## src/rtl/worksheet2_alu.sv

```systemverilog
// worksheet2_alu: 8-bit button-selected ALU for the worksheet-2 board.
// - led/op_valid are purely combinational in a, b and the five buttons.
// - hold is a registered copy of the last valid result (synchronous,
//   active-high reset).
// - Optional build macro WS2_ALU_FLAGS_EN adds registered carry/zero/ovf
//   flags, captured under the same condition as hold.
// Button priority: btnU (ADD) > btnL (SUB) > btnC (AND) > btnR (OR) > btnD (XOR).

`default_nettype none

module worksheet2_alu (
  input  logic       clk,
  input  logic       reset,
  input  logic [7:0] a,
  input  logic [7:0] b,
  input  logic       btnU,
  input  logic       btnL,
  input  logic       btnC,
  input  logic       btnR,
  input  logic       btnD,
  output logic [7:0] led,
  output logic       op_valid,
  output logic [7:0] hold
`ifdef WS2_ALU_FLAGS_EN
  ,
  output logic       carry,
  output logic       zero,
  output logic       ovf
`endif
);

  typedef enum logic [2:0] {
    OP_NONE = 3'd0,
    OP_ADD  = 3'd1,
    OP_SUB  = 3'd2,
    OP_AND  = 3'd3,
    OP_OR   = 3'd4,
    OP_XOR  = 3'd5
  } op_e;

  op_e        op_s;
  logic [7:0] result_s;

  // Signed overflow of x + y: operands share a sign that the result lacks.
  function automatic logic add_ovf(input logic [7:0] x, input logic [7:0] y,
                                   input logic [7:0] r);
    return (x[7] == y[7]) && (r[7] != x[7]);
  endfunction

  // Signed overflow of x - y: operands differ in sign and result flips from x.
  function automatic logic sub_ovf(input logic [7:0] x, input logic [7:0] y,
                                   input logic [7:0] r);
    return (x[7] != y[7]) && (r[7] != x[7]);
  endfunction

  // Fixed-priority decode of the pushbuttons into a single operation.
  always_comb begin
    op_s = OP_NONE;
    if (btnU) begin
      op_s = OP_ADD;
    end else if (btnL) begin
      op_s = OP_SUB;
    end else if (btnC) begin
      op_s = OP_AND;
    end else if (btnR) begin
      op_s = OP_OR;
    end else if (btnD) begin
      op_s = OP_XOR;
    end else begin
      op_s = OP_NONE;
    end
  end

  // Datapath: compute the 8-bit result of the selected operation.
  always_comb begin
    result_s = 8'h00;
    case (op_s)
      OP_ADD:  result_s = a + b;
      OP_SUB:  result_s = a + (~b) + 8'd1;
      OP_AND:  result_s = a & b;
      OP_OR:   result_s = a | b;
      OP_XOR:  result_s = a ^ b;
      OP_NONE: result_s = 8'h00;
      default: result_s = 8'h00;
    endcase
  end

  // Drive the combinational outputs straight from decode and datapath.
  always_comb begin
    led      = result_s;
    op_valid = (op_s != OP_NONE);
  end

  // Capture the last valid result; reset takes precedence over capture.
  always_ff @(posedge clk) begin
    if (reset) begin
      hold <= 8'h00;
    end else if (op_valid) begin
      hold <= result_s;
    end else begin
      hold <= hold;
    end
  end

`ifdef WS2_ALU_FLAGS_EN
  logic [8:0] add_wide_s;
  logic [8:0] sub_wide_s;
  logic       carry_s;
  logic       ovf_s;
  logic       zero_s;

  // Nine-bit sums expose the add carry and the subtract no-borrow bit.
  always_comb begin
    add_wide_s = {1'b0, a} + {1'b0, b};
    sub_wide_s = {1'b0, a} + {1'b0, ~b} + 9'd1;
  end

  // Flag values for the current operation; logic ops clear carry and ovf.
  always_comb begin
    carry_s = 1'b0;
    ovf_s   = 1'b0;
    zero_s  = (result_s == 8'h00);
    case (op_s)
      OP_ADD: begin
        carry_s = add_wide_s[8];
        ovf_s   = add_ovf(a, b, result_s);
      end
      OP_SUB: begin
        carry_s = sub_wide_s[8];
        ovf_s   = sub_ovf(a, b, result_s);
      end
      OP_AND, OP_OR, OP_XOR, OP_NONE: begin
        carry_s = 1'b0;
        ovf_s   = 1'b0;
      end
      default: begin
        carry_s = 1'b0;
        ovf_s   = 1'b0;
      end
    endcase
  end

  // Flags follow exactly the same capture rule as hold.
  always_ff @(posedge clk) begin
    if (reset) begin
      carry <= 1'b0;
      zero  <= 1'b0;
      ovf   <= 1'b0;
    end else if (op_valid) begin
      carry <= carry_s;
      zero  <= zero_s;
      ovf   <= ovf_s;
    end else begin
      carry <= carry;
      zero  <= zero;
      ovf   <= ovf;
    end
  end
`endif

endmodule

`default_nettype wire

```

## config.mk

```make
export PLATFORM = sky130hd
export DESIGN_NAME = worksheet2_alu
export DESIGN_NICKNAME = d
export VERILOG_FILES = /design/src/rtl/worksheet2_alu.sv
export SDC_FILE = /design/constraint.sdc
export NUM_CORES = 1
export LEC_CHECK = 0
export ABC_AREA = 1
export ABC_CLOCK_PERIOD_IN_PS = 2029
export CAP_MARGIN = 0
export CORE_UTILIZATION = 64
export CTS_CLUSTER_SIZE = 30
export DETAILED_ROUTE_END_ITERATION = 8
export DONT_BUFFER_PORTS = 1
export PLACE_DENSITY = 0.91
export SYNTH_ARGS = -nofsm -noshare
export SYNTH_HDL_FRONTEND = slang
export SYNTH_SLANG_ARGS = --single-unit
```

## constraint.sdc

```tcl
create_clock -name clk -period 2.03 [get_ports clk]
set_clock_uncertainty 0.05 [all_clocks]
set_input_delay 0.406 -clock clk [delete_from_list [all_inputs] [get_ports clk]]
set_output_delay 0.406 -clock clk [all_outputs]
set_load 0.05 [all_outputs]
```

==> results.json, run 1 <==
{
  "error": "[ERROR GRT-0232] Routing congestion too high. Check the congestion heatmap in the GUI.",
  "start_util_pct": 68.9,
  "die_w_um": 51.3,
  "cts_hold_buffers": 0,
  "grt_max_degree": 9,
  "grt-ovfl-total": 7,
  "clockRootBuffer": "clkbuf_4",
  "post-place-ws_ns": -0.157,
  "worstEpCategory": "top-level output",
  "gr-usage-all-layers_pct": 61.7,
  "cts_buffers": 3,
  "syn-mean-instance-area_um2": 5.93,
  "synth_xor_area_share_pct": 1.13,
  "io_buffers": 0,
  "cts.path.max_buffers": 2,
  "ys_warn_count": 0,
  "dpl.hpwl_mm": 3.28,
  "outcome": "did not finish",
  "synth_top_family_by_area": "simple AND/OR/NAND/NOR gates",
  "yosysSeqAreaShare_pct": 10.3,
  "synth-compound-area-share_pct": 5.15,
  "yosys.area_share.adder_pct": 21.1,
  "synth_area_um2": 1550,
  "rows": 17,
  "syn_nets": 310,
  "cts_sinks": 8,
  "synthMuxAreaShare_pct": 0,
  "crit_endpoint": "led[5]",
  "die_height_um": 51.3,
  "ys_types": 29,
  "htree_levels": 1,
  "stop_stage": "global routing (5_1_grt)",
  "synth-simple-area-share_pct": 46.1,
  "gp_congestion": 0.911,
  "ys_ff_latch": 8,
  "io_pins": 40,
  "synthCells": 262,
  "post_dp_cell_area_um2": 1780
}
==> cells by family after synthesis <==
| family | after synthesis |
|---|---|
| buffers and inverters | 63 |
| flip-flops | 8 |
| adder cells (fa/ha/maj) | 25 |
| XOR/XNOR | 2 |
| AO/OA/AOI/OAI | 16 |
| AND/OR/NAND/NOR | 148 |
==> cell usage after synthesis (all sizes together) <==
master  count  area share (%)
nor3        1            0.64
nand4       6             3.4
or2         3             1.2
nand3      30              11
nor2       32             9.9
nand2      74              19
fa          2             2.6
nand3b      2            0.97
inv        58              14
xnor2       1            0.56
dfxtp       8              10
clkinv      1            0.56
ha         23              19
xor2        1            0.56
o21ai       3            0.97
a21oi      13             4.2
buf         4             1.7
==> through the flow <==
stage	setup TNS [ns]	instances
CTS	-0.106	313
detailed placement	-0.779	306
global placement	-0.435	306
floorplan	-0.0872	262
==> timing repair <==
item                       in CTS
setup endpoints to repair       7
pin swaps                      12
buffers inserted                4
resized for setup              33
==> per-layer routing <==
metal,GRT usage [%],GRT overflow
met2,85.7,4
met3,43.2,0
met5,0,0
met4,60.4,3
met1,58.5,0
==> run 2, diff against run 1 <==
--- a/config.mk
+++ b/config.mk
@@ -8,11 +8,10 @@
 export ABC_AREA = 1
 export ABC_CLOCK_PERIOD_IN_PS = 2029
 export CAP_MARGIN = 0
-export CORE_UTILIZATION = 64
-export CTS_CLUSTER_SIZE = 30
+export CORE_UTILIZATION = 40
 export DETAILED_ROUTE_END_ITERATION = 8
 export DONT_BUFFER_PORTS = 1
-export PLACE_DENSITY = 0.91
+export PLACE_DENSITY_LB_ADDON = 0.15
 export SYNTH_ARGS = -nofsm -noshare
 export SYNTH_HDL_FRONTEND = slang
 export SYNTH_SLANG_ARGS = --single-unit
==> run 2 against run 1 <==
- the flow now finishes, with violations (negative setup slack)
- area after synthesis unchanged
- synthesized cell count unchanged
==> results.json, run 2 <==
{
  "outcome": "complete, but fails checks",
  "violations": "negative setup slack",
  "ir_worst_vdd_mv": 0.307,
  "r2r_slack_ns": 0.96,
  "finalSetupViolCount": 4,
  "power.leakage_nw": 1.15,
  "met2_length_mm": 2.18,
  "vias_per_cell": 4.89,
  "cts_tree": "yes",
  "largest_register_ff_count": 8,
  "yosys-top-cells-count": "nand2_1, inv_1, nor2_1, nand3_1, ha_1",
  "grt_pass1_vias": 1683,
  "required_ns": 1.57,
  "drive_gt1_share_pct": 30.8,
  "synth_area_um2": 1550,
  "hp-class": "input pin to flip-flop",
  "syn-mean-instance-area_um2": 5.93,
  "avgRoutedWirePerCell_um": 12.7,
  "period_needed_ns": 2.09,
  "ys_warn_count": 0,
  "layout.cells.most_common": "nand2_1",
  "fin_crit_sh_pct": 103,
  "grt-ovfl-total": 0,
  "drc": 0,
  "hold_viol": 0,
  "synthFlopType": "dfxtp_1",
  "timing.rr.end": "hold[7]",
  "htree_levels": 1,
  "die_height_um": 64.3,
  "synthArstFlopShare_pct": 0,
  "cts_buffers": 3,
  "post_dp_cell_area_um2": 1810,
  "max_freq_mhz": 477,
  "reg2regPathDepth": 4,
  "holdPathEnd": "hold[1]",
  "largestRegisters": "hold x8",
  "crit_top_cell": "nand2_1",
  "area_growth_pct": 34.3,
  "nets": 336,
  "dpl.hpwl_mm": 3.32,
  "totalWireLength_mm": 4.25,
  "min_delay_path_depth": 1,
  "critPathArrivalTime_ns": 1.64,
  "dieArea_um2": 4140,
  "layout_common_cells": "nand2_1, inv_1, nor2_1",
  "rsz0062_at_grt": "yes",
  "cts.reportedPaths.clkPinSlew_ns": 0.04,
  "critPathMaxStageDelay_ns": 0.39,
  "synth_most_common_cell": "nand2_1",
  "rows": 22,
  "start_util_pct": 42.1,
  "top_layer_used": "met4",
  "core-area_um2": 3690,
  "clockRootBuffer": "clkbuf_8",
  "fin_util_pct": 56.6,
  "ys_ff_latch": 8,
  "yosysSeqAreaShare_pct": 10.3,
  "dr_total_vias": 1632,
  "cts.path.max_buffers": 2,
  "finalInstanceArea_um2": 2090,
  "grt_max_degree": 10,
  "reg2reg_from": "hold[7]",
  "io_pins": 40,
  "min_from": "reset",
  "power_density_nw_per_um2": 488,
  "clk_latency_ns": 0.23,
  "synthCells": 262,
  "cts_sinks": 8,
  "io_buffers": 0,
  "end_kind": "primary output",
  "wl_met3_um": 200,
  "path_buf_inv": 2,
  "crit_path_top_delay_cell": "fa_2",
  "synth_edf_count": 0,
  "cp_cell_sequence": "inv_12 -> ha_4 -> inv_4 -> fa_2 -> nand2_1 -> nand2_1 -> xor2_1 -> a21oi_2 -> nand2_4",
  "critPathMaxFanout": 2,
  "critPathKind": "input pin to primary output",
  "slew_headroom_pct": 65.8,
  "wl_met1_mm": 1.76,
  "largest-register": "hold",
  "cp-start-kind": "input pin",
  "gp_congestion": 0.867,
  "insertedDiodeCount": 0,
  "cpLargestDelayFamily": "adder cells",
  "max_cap_violations": 0,
  "final_max_slew_viol_count": 0,
  "yosys.area.top_type_share_pct": 18.5,
  "drt-initial-drc-count": 36,
  "worst_slack_ns": -0.0646,
  "ant_nets": 0,
  "ys_types": 29,
  "grt_pass1_wl_mm": 7.38,
  "synth_top_area_cell": "ha_1",
  "ys_top_cells_by_area": "ha_1, nand2_1, inv_1, dfxtp_1, nand3_1",
  "die_w_um": 64.3,
  "drt_first_pass_iters": 4,
  "gr-usage-all-layers_pct": 22.8,
  "syn_nets": 310,
  "grt_antenna_before_repair": 0,
  "filler_cell_count": 401,
  "tightest_slew_ns": 0.513
}
==> run 2: cell counts after synthesis <==
No cell type changed its count.
==> run 2: kinds of logic after synthesis <==
| logic type | after synthesis | synth area share, % |
|---|---|---|
| adders and majority gates | 25 | 21.1 |
| AOI/OAI and AO/OA | 16 | 5.15 |
| xor gates and xnor gates | 2 | 1.13 |
| and+or+nand+nor | 148 | 46.1 |
| buffers and inverters | 63 | 16.3 |
| DFF | 8 | 10.3 |
==> run 2: repair_timing <==
| item | in CTS | in global routing |
|---|---|---|
| gates resized for setup | 39 | 7 |
| setup buffers | 6 | 0 |
| setup endpoints to repair | 7 | 8 |
| gates cloned | 0 | 0 |
| hold endpoints to repair | 0 | 0 |
| hold buffers | 0 | 0 |
| pin swaps | 14 | 2 |
==> run 2: area by class of cell <==
cell class	instances	area (µm²)	share of cell area, %
Sequential cell	8	160	7.67
Tap cell	48	60.1	2.88
Timing Repair Buffer	25	216	10.4
Multi-Input combinational cell	191	1360	65.3
Clock buffer	3	41.3	1.98
Inverter	59	245	11.8
==> run 2: worst max-delay path by stage <==
stage             end  start  slack (ns)  cells after the start
6_report       led[4]   a[0]       -0.06                      9
5_1_grt        led[3]   b[1]       -0.14                     12
4_1_cts        led[6]   a[0]       -0.06                     10
3_5_place_dp   led[4]   a[0]       -0.15                      9
3_3_place_gp   led[4]   a[0]       -0.15                      9
2_1_floorplan  led[4]   a[0]       -0.09                      9
==> run 2: power breakdown <==
part           switching, W  internal [W]
registers         0.0000707      0.000176
logic              0.000356      0.000223
clock network     0.0000635      0.000128
==> run 2: worst register-to-register path, cell delays in order, from the launching register on <==
cell	delay, ns
dfxtp_1	0.63
nand2_1	0.14
nand4_1	0.11
nand2_1	0.05
inv_1	0.04
==> run 2: per-layer routing <==
metal / vias up / global-route usage, %
li1: 852 / -
met1: 728 / 25.7
met2: 42 / 42.9
met3: 10 / 4.11
met4: 0 / 6.39
met5: - / 0
==> run 2: stage by stage <==
stage	TNS, ns	power (W)	hold slack (ns)	worst slack (ns)	cells
3_5_place_dp	-0.602	0.000748	0.425	-0.155	327
2_1_floorplan	-0.0872	0.000616	0.423	-0.0872	262
6_report	-0.180	0.00102	0.185	-0.0646	334
3_3_place_gp	-0.577	0.000746	0.424	-0.148	327
5_1_grt	-0.674	0.00109	0.176	-0.142	334
4_1_cts	-0.143	0.00101	0.182	-0.0588	336
Power figures use the tool's default switching activity.
==> run 3, diff against run 2 <==
--- a/config.mk
+++ b/config.mk
@@ -5,7 +5,7 @@
 export SDC_FILE = /design/constraint.sdc
 export NUM_CORES = 1
 export LEC_CHECK = 0
-export ABC_AREA = 1
+export ABC_AREA = 0
 export ABC_CLOCK_PERIOD_IN_PS = 2029
 export CAP_MARGIN = 0
 export CORE_UTILIZATION = 40
==> run 3 against run 2 <==
- the flow still finishes with violations (negative setup slack)
- utilization up 7.1 points
- final cell count down 10%
- sequential cell count unchanged
- routed wire length up 20%
- first-iteration DRC count rose to 2.8 times the previous value
- global-route usage up 1.3 points
- register-to-register slack worse by 0.07 ns
- power up 13%
- largest cell class unchanged
==> results.json, run 3 <==
{
  "dieArea_um2": 4150,
  "clockRootBuffer": "clkbuf_8",
  "grt_antenna_before_repair": 0,
  "power.leakage_nw": 1.01,
  "area_growth_pct": 50.8,
  "drt_first_pass_iters": 4,
  "timing.rr.end": "hold[7]",
  "largest_register_ff_count": 8,
  "dpl.hpwl_mm": 3.92,
  "slew_headroom_pct": 58.3,
  "synth_area_um2": 1560,
  "critPathArrivalTime_ns": 1.96,
  "power_density_nw_per_um2": 492,
  "insertedDiodeCount": 0,
  "grt-ovfl-total": 0,
  "gr-usage-all-layers_pct": 24.1,
  "cts.reportedPaths.clkPinSlew_ns": 0.04,
  "hp-class": "input pin to flip-flop",
  "rows": 22,
  "ys_types": 63,
  "clk_latency_ns": 0.22,
  "cp-start-kind": "input pin",
  "io_pins": 40,
  "finalSetupViolCount": 7,
  "register_area_um2": 160,
  "yosys-top-cells-count": "nand2_1, ha_1, inv_1, a21oi_1",
  "largest-register": "hold",
  "largestRegisters": "hold x8",
  "ys_ff_latch": 8,
  "r2r_slack_ns": 0.89,
  "holdPathEnd": "hold[3]",
  "reg2regPathDepth": 2,
  "layout.cells.most_common": "buf_4",
  "violations": "negative setup slack",
  "synth_edf_count": 0,
  "required_ns": 1.57,
  "post-place-ws_ns": -0.512,
  "cts_sinks": 8,
  "multi_input_area_um2": 1520,
  "outcome": "complete, but fails checks",
  "end_kind": "primary output",
  "die_w_um": 64.4,
  "nets": 301,
  "core-area_um2": 3690,
  "dr_total_vias": 1703,
  "syn_nets": 254,
  "avgRoutedWirePerCell_um": 17.1,
  "synth_most_common_cell": "nand2_1",
  "synthFlopType": "dfxtp_1",
  "critPathKind": "input pin to primary output",
  "fin_crit_sh_pct": 119,
  "gp_congestion": 0.961,
  "grt_pass1_wl_mm": 7.83,
  "critPathMaxFanout": 3,
  "drive_gt1_share_pct": 45.0,
  "io_buffers": 0,
  "fin_util_pct": 63.7,
  "cts.path.max_buffers": 2,
  "reg2reg_from": "hold[7]",
  "ys_warn_count": 0,
  "hold_viol": 0,
  "synthCells": 206,
  "filler_cell_count": 323,
  "ys_top_cells_by_area": "ha_1, dfxtp_1, nand2_1, inv_1, a21oi_1",
  "min_from": "reset",
  "htree_levels": 1,
  "max_cap_violations": 0,
  "ant_nets": 0,
  "cts_hold_buffers": 0,
  "grt_pass1_vias": 1674,
  "cts_tree": "yes",
  "layout_common_cells": "buf_4, nand2_1, inv_1, ha_1, a21oi_1",
  "final.setup.tns_ns": -2.11,
  "worst_slack_ns": -0.387,
  "vias_per_cell": 5.70,
  "final_max_slew_viol_count": 0,
  "die_height_um": 64.4,
  "drc": 0,
  "synth_top_area_cell": "ha_1",
  "drt-initial-drc-count": 102,
  "tightest_slew_ns": 0.618,
  "period_needed_ns": 2.42,
  "synthArstFlopShare_pct": 0,
  "totalWireLength_mm": 5.11,
  "p_total_w": 0.00116,
  "yosys.area.top_type_share_pct": 18.5,
  "syn-mean-instance-area_um2": 7.56,
  "start_util_pct": 42.2,
  "rsz0062_at_grt": "yes",
  "ir_worst_vdd_mv": 0.210,
  "min_delay_path_depth": 1,
  "yosysSeqAreaShare_pct": 10.3,
  "max_freq_mhz": 414,
  "cts_buffers": 3,
  "grt_max_degree": 21
}
## run 3: logic make-up (layout without fill, tap and decap cells)
logic type,count (synthesis),count (layout),synth area share [%]
adder cells (fa/ha/maj),25,25,21.0
XOR/XNOR,3,3,1.69
multiplexers,2,2,1.61
buffers and inverters,35,80,10.9
AND/OR/NAND/NOR,73,73,25.5
flip-flops,8,8,10.3
AO/OA/AOI/OAI,60,60,28.9
## run 3: cell type report
class                   count  share of cell area [%]
inverters                  23                    4.32
clock buffers               3                    1.76
multi-input cells         163                    64.8
well taps                  48                    2.56
repair buffers             54                    19.7
flip-flops and latches      8                    6.82
## run 3: worst max-delay path: stages
cell	delay (ns)
inv_1	0.06
ha_4	0.30
o21bai_2	0.10
a21o_1	0.19
or2_4	0.25
mux2_4	0.27
o211ai_1	0.15
clkbuf_16	0.23
## run 3: how the worst max path moves through the flow
stage,start,endpoint
2_1_floorplan,b[1],led[3]
3_3_place_gp,b[3],led[5]
3_5_place_dp,b[3],led[5]
4_1_cts,b[1],led[6]
5_1_grt,a[0],led[6]
6_report,b[1],led[3]
## run 3: report_power, final
| part | leakage [nW] | internal [W] | switching (W) | total, W |
|---|---|---|---|---|
| registers | 0.0665 | 0.000177 | 0.0000764 | 0.000253 |
| clock network | 0.0216 | 0.000128 | 0.0000584 | 0.000187 |
| logic | 0.927 | 0.000331 | 0.000385 | 0.000716 |
## run 3: what timing repair did
| action | in CTS | in global routing |
|---|---|---|
| setup endpoints to repair | 8 | 8 |
| gates resized for setup | 24 | 15 |
| pin swaps | 19 | 9 |
| buffers inserted | 2 | 3 |
| cloned | 0 | 0 |
## run 3: metal layers
metal	up-vias	share of wire (%)	GRT usage, %
met5	-	0	0
li1	824	-	-
met2	74	49	41.4
met4	0	1.0	5.56
met3	6	7.0	2.50
met1	799	43	31.9
## run 3: through the flow
stage | instances | hold WS [ns] | instance area [µm²]
finish | 299 | 0.190 | 2350
global route | 299 | 0.194 | 2350
CTS | 296 | 0.189 | 2250
detailed placement | 291 | 0.424 | 2070
global placement | 291 | 0.423 | 2070
floorplan | 206 | 0.597 | 1710
==> run 4, diff against run 3 <==
--- a/config.mk
+++ b/config.mk
@@ -5,12 +5,13 @@
 export SDC_FILE = /design/constraint.sdc
 export NUM_CORES = 1
 export LEC_CHECK = 0
-export ABC_AREA = 0
+export ABC_AREA = 1
 export ABC_CLOCK_PERIOD_IN_PS = 2029
 export CAP_MARGIN = 0
 export CORE_UTILIZATION = 40
 export DETAILED_ROUTE_END_ITERATION = 8
 export DONT_BUFFER_PORTS = 1
+export GPL_TIMING_DRIVEN = 0
 export PLACE_DENSITY_LB_ADDON = 0.15
 export SYNTH_ARGS = -nofsm -noshare
 export SYNTH_HDL_FRONTEND = slang
==> run 4 against run 3 <==
- count of clock-buffer cells in the layout stayed put
- the run still ends with negative setup slack left
- largest cell class unchanged
- first-iteration DRC count is 53% lower
- critical path type unchanged
- critical path depth is 1 higher
==> results.json, run 4 (same netlist as run 2, synthesis figures left out) <==
{
  "final.setup.tns_ns": -0.0993,
  "layout_common_cells": "nand2_1, inv_1, nor2_1",
  "worst_slack_ns": -0.0761,
  "required_ns": 1.57,
  "critPathKind": "input pin to primary output",
  "drc": 0,
  "tightest_slew_ns": 0.653,
  "grt_antenna_before_repair": 0,
  "gp_congestion": 0.840,
  "io_buffers": 0,
  "die_height_um": 64.3,
  "cts_sinks": 8,
  "ant_nets": 0,
  "rows": 22,
  "cp_cell_sequence": "inv_16 -> ha_4 -> inv_4 -> fa_2 -> nand2_2 -> nand2_2 -> xor2_2 -> a21oi_2 -> nand2_4",
  "area_growth_pct": 32.6,
  "nets": 324,
  "start_util_pct": 42.1,
  "cts_buffers": 3,
  "largest-register": "hold",
  "cp-start-kind": "input pin",
  "dieArea_um2": 4140,
  "insertedDiodeCount": 0,
  "grt-ovfl-total": 0,
  "vias_per_cell": 4.83,
  "largest_register_ff_count": 8,
  "clk_latency_ns": 0.23,
  "largestRegisters": "hold x8",
  "crit_top_cell": "nand2_2",
  "gr-usage-all-layers_pct": 18.7,
  "filler_cell_count": 391,
  "finalSetupViolCount": 2,
  "dr_total_vias": 1554,
  "ir_worst_vdd_mv": 0.263,
  "max_freq_mhz": 475,
  "clockRootBuffer": "clkbuf_8",
  "grt_max_degree": 10,
  "critPathMaxFanout": 3,
  "hold_viol": 0,
  "max_cap_violations": 0,
  "end_kind": "primary output",
  "slew_headroom_pct": 56.4,
  "hp-class": "input pin to flip-flop",
  "cts.reportedPaths.clkPinSlew_ns": 0.04,
  "p_total_w": 0.000995,
  "grt_pass1_vias": 1368,
  "crit_path_top_delay_cell": "fa_2",
  "fin_crit_sh_pct": 104,
  "power.leakage_nw": 1.10,
  "grt_pass1_wl_mm": 6.07,
  "die_w_um": 64.3,
  "cts_tree": "yes",
  "core-area_um2": 3690,
  "cpLargestDelayFamily": "adder cells",
  "totalWireLength_mm": 4.07,
  "violations": "negative setup slack",
  "avgRoutedWirePerCell_um": 12.7,
  "drive_gt1_share_pct": 34.3,
  "cts_hold_buffers": 0,
  "post-place-ws_ns": -0.246,
  "period_needed_ns": 2.11,
  "critPathMaxStageDelay_ns": 0.36,
  "power_density_nw_per_um2": 483,
  "dpl.hpwl_mm": 3.07,
  "htree_levels": 1,
  "rsz0062_at_grt": "yes",
  "layout.cells.most_common": "nand2_1",
  "drt_first_pass_iters": 4,
  "drt-initial-drc-count": 48,
  "io_pins": 40,
  "outcome": "complete, but fails checks",
  "path_buf_inv": 2,
  "cts.path.max_buffers": 2,
  "final_max_slew_viol_count": 0,
  "critPathArrivalTime_ns": 1.65
}
run 4: cell types whose count changed in the layout (fill, tap and decap cells not counted), moves of 9 or more:
cell     before  now
nand2_2       0    9
inv_1        15   41
o21ai_0       9    0
nor2_1        9   24
nand2_1      25   59
inv_2         3   12
nand3_2       1   10
buf_4        48    9
nand3_1       0   14
run 4: report_power, final:
part	leakage [nW]	internal, W	switching (W)
logic	1.01	0.000193	0.000367
registers	0.0664	0.000176	0.0000709
clock network	0.0216	0.000128	0.0000605
total	1.10	0.000497	0.000498
run 4: metal layers:
metal,share of wire [%],vias up,track usage [%]
met2,52,32,34.6
met5,0,-,0
met3,4.2,2,3.39
li1,-,821,-
met4,0.32,0,0.833
met1,43,699,23.3
run 4: layout make-up:
type / instances / area, µm² / share of cell area (%)
multi-input combinational: 191 / 1440 / 69.8
inverter: 59 / 254 / 12.3
sequential: 8 / 160 / 7.77
timing repair buffer: 10 / 72.6 / 3.52
tap: 48 / 60.1 / 2.91
clock buffer: 3 / 41.3 / 2.00
buffer: 3 / 33.8 / 1.64
run 4: path summary, 6_finish.rpt:
| check | from | end | slack [ns] | depth (start not counted) |
|---|---|---|---|---|
| hold reg to reg | hold[2] | hold[2] | 0.70 | 2 |
| setup / recovery | a[0] | led[4] | -0.08 | 9 |
| hold / removal | reset | hold[1] | 0.19 | 1 |
| setup reg to reg | hold[5] | hold[5] | 0.96 | 4 |
run 4: metrics by stage:
step                util (%)  cells  hold WS, ns  instance area, µm²
CTS                     51.3    317        0.189                1890
global route            55.9    322        0.181                2060
detailed placement      44.8    310        0.425                1650
global placement        44.8    310        0.424                1650
finish                  55.9    322        0.188                2060
floorplan                  -    262        0.423                1590
run 4: timing repair:
item,CTS,global route
setup endpoints to repair,7,7
gates resized for setup,40,35
cloned,0,1
setup buffers,5,4
pin swaps,17,21
run 4: worst reg2reg max path, stage by stage, from the launching register on:
cell,delay (ns)
dfxtp_1,0.62
inv_1,0.08
nor2_1,0.11
nor2_1,0.07
nor2_1,0.07
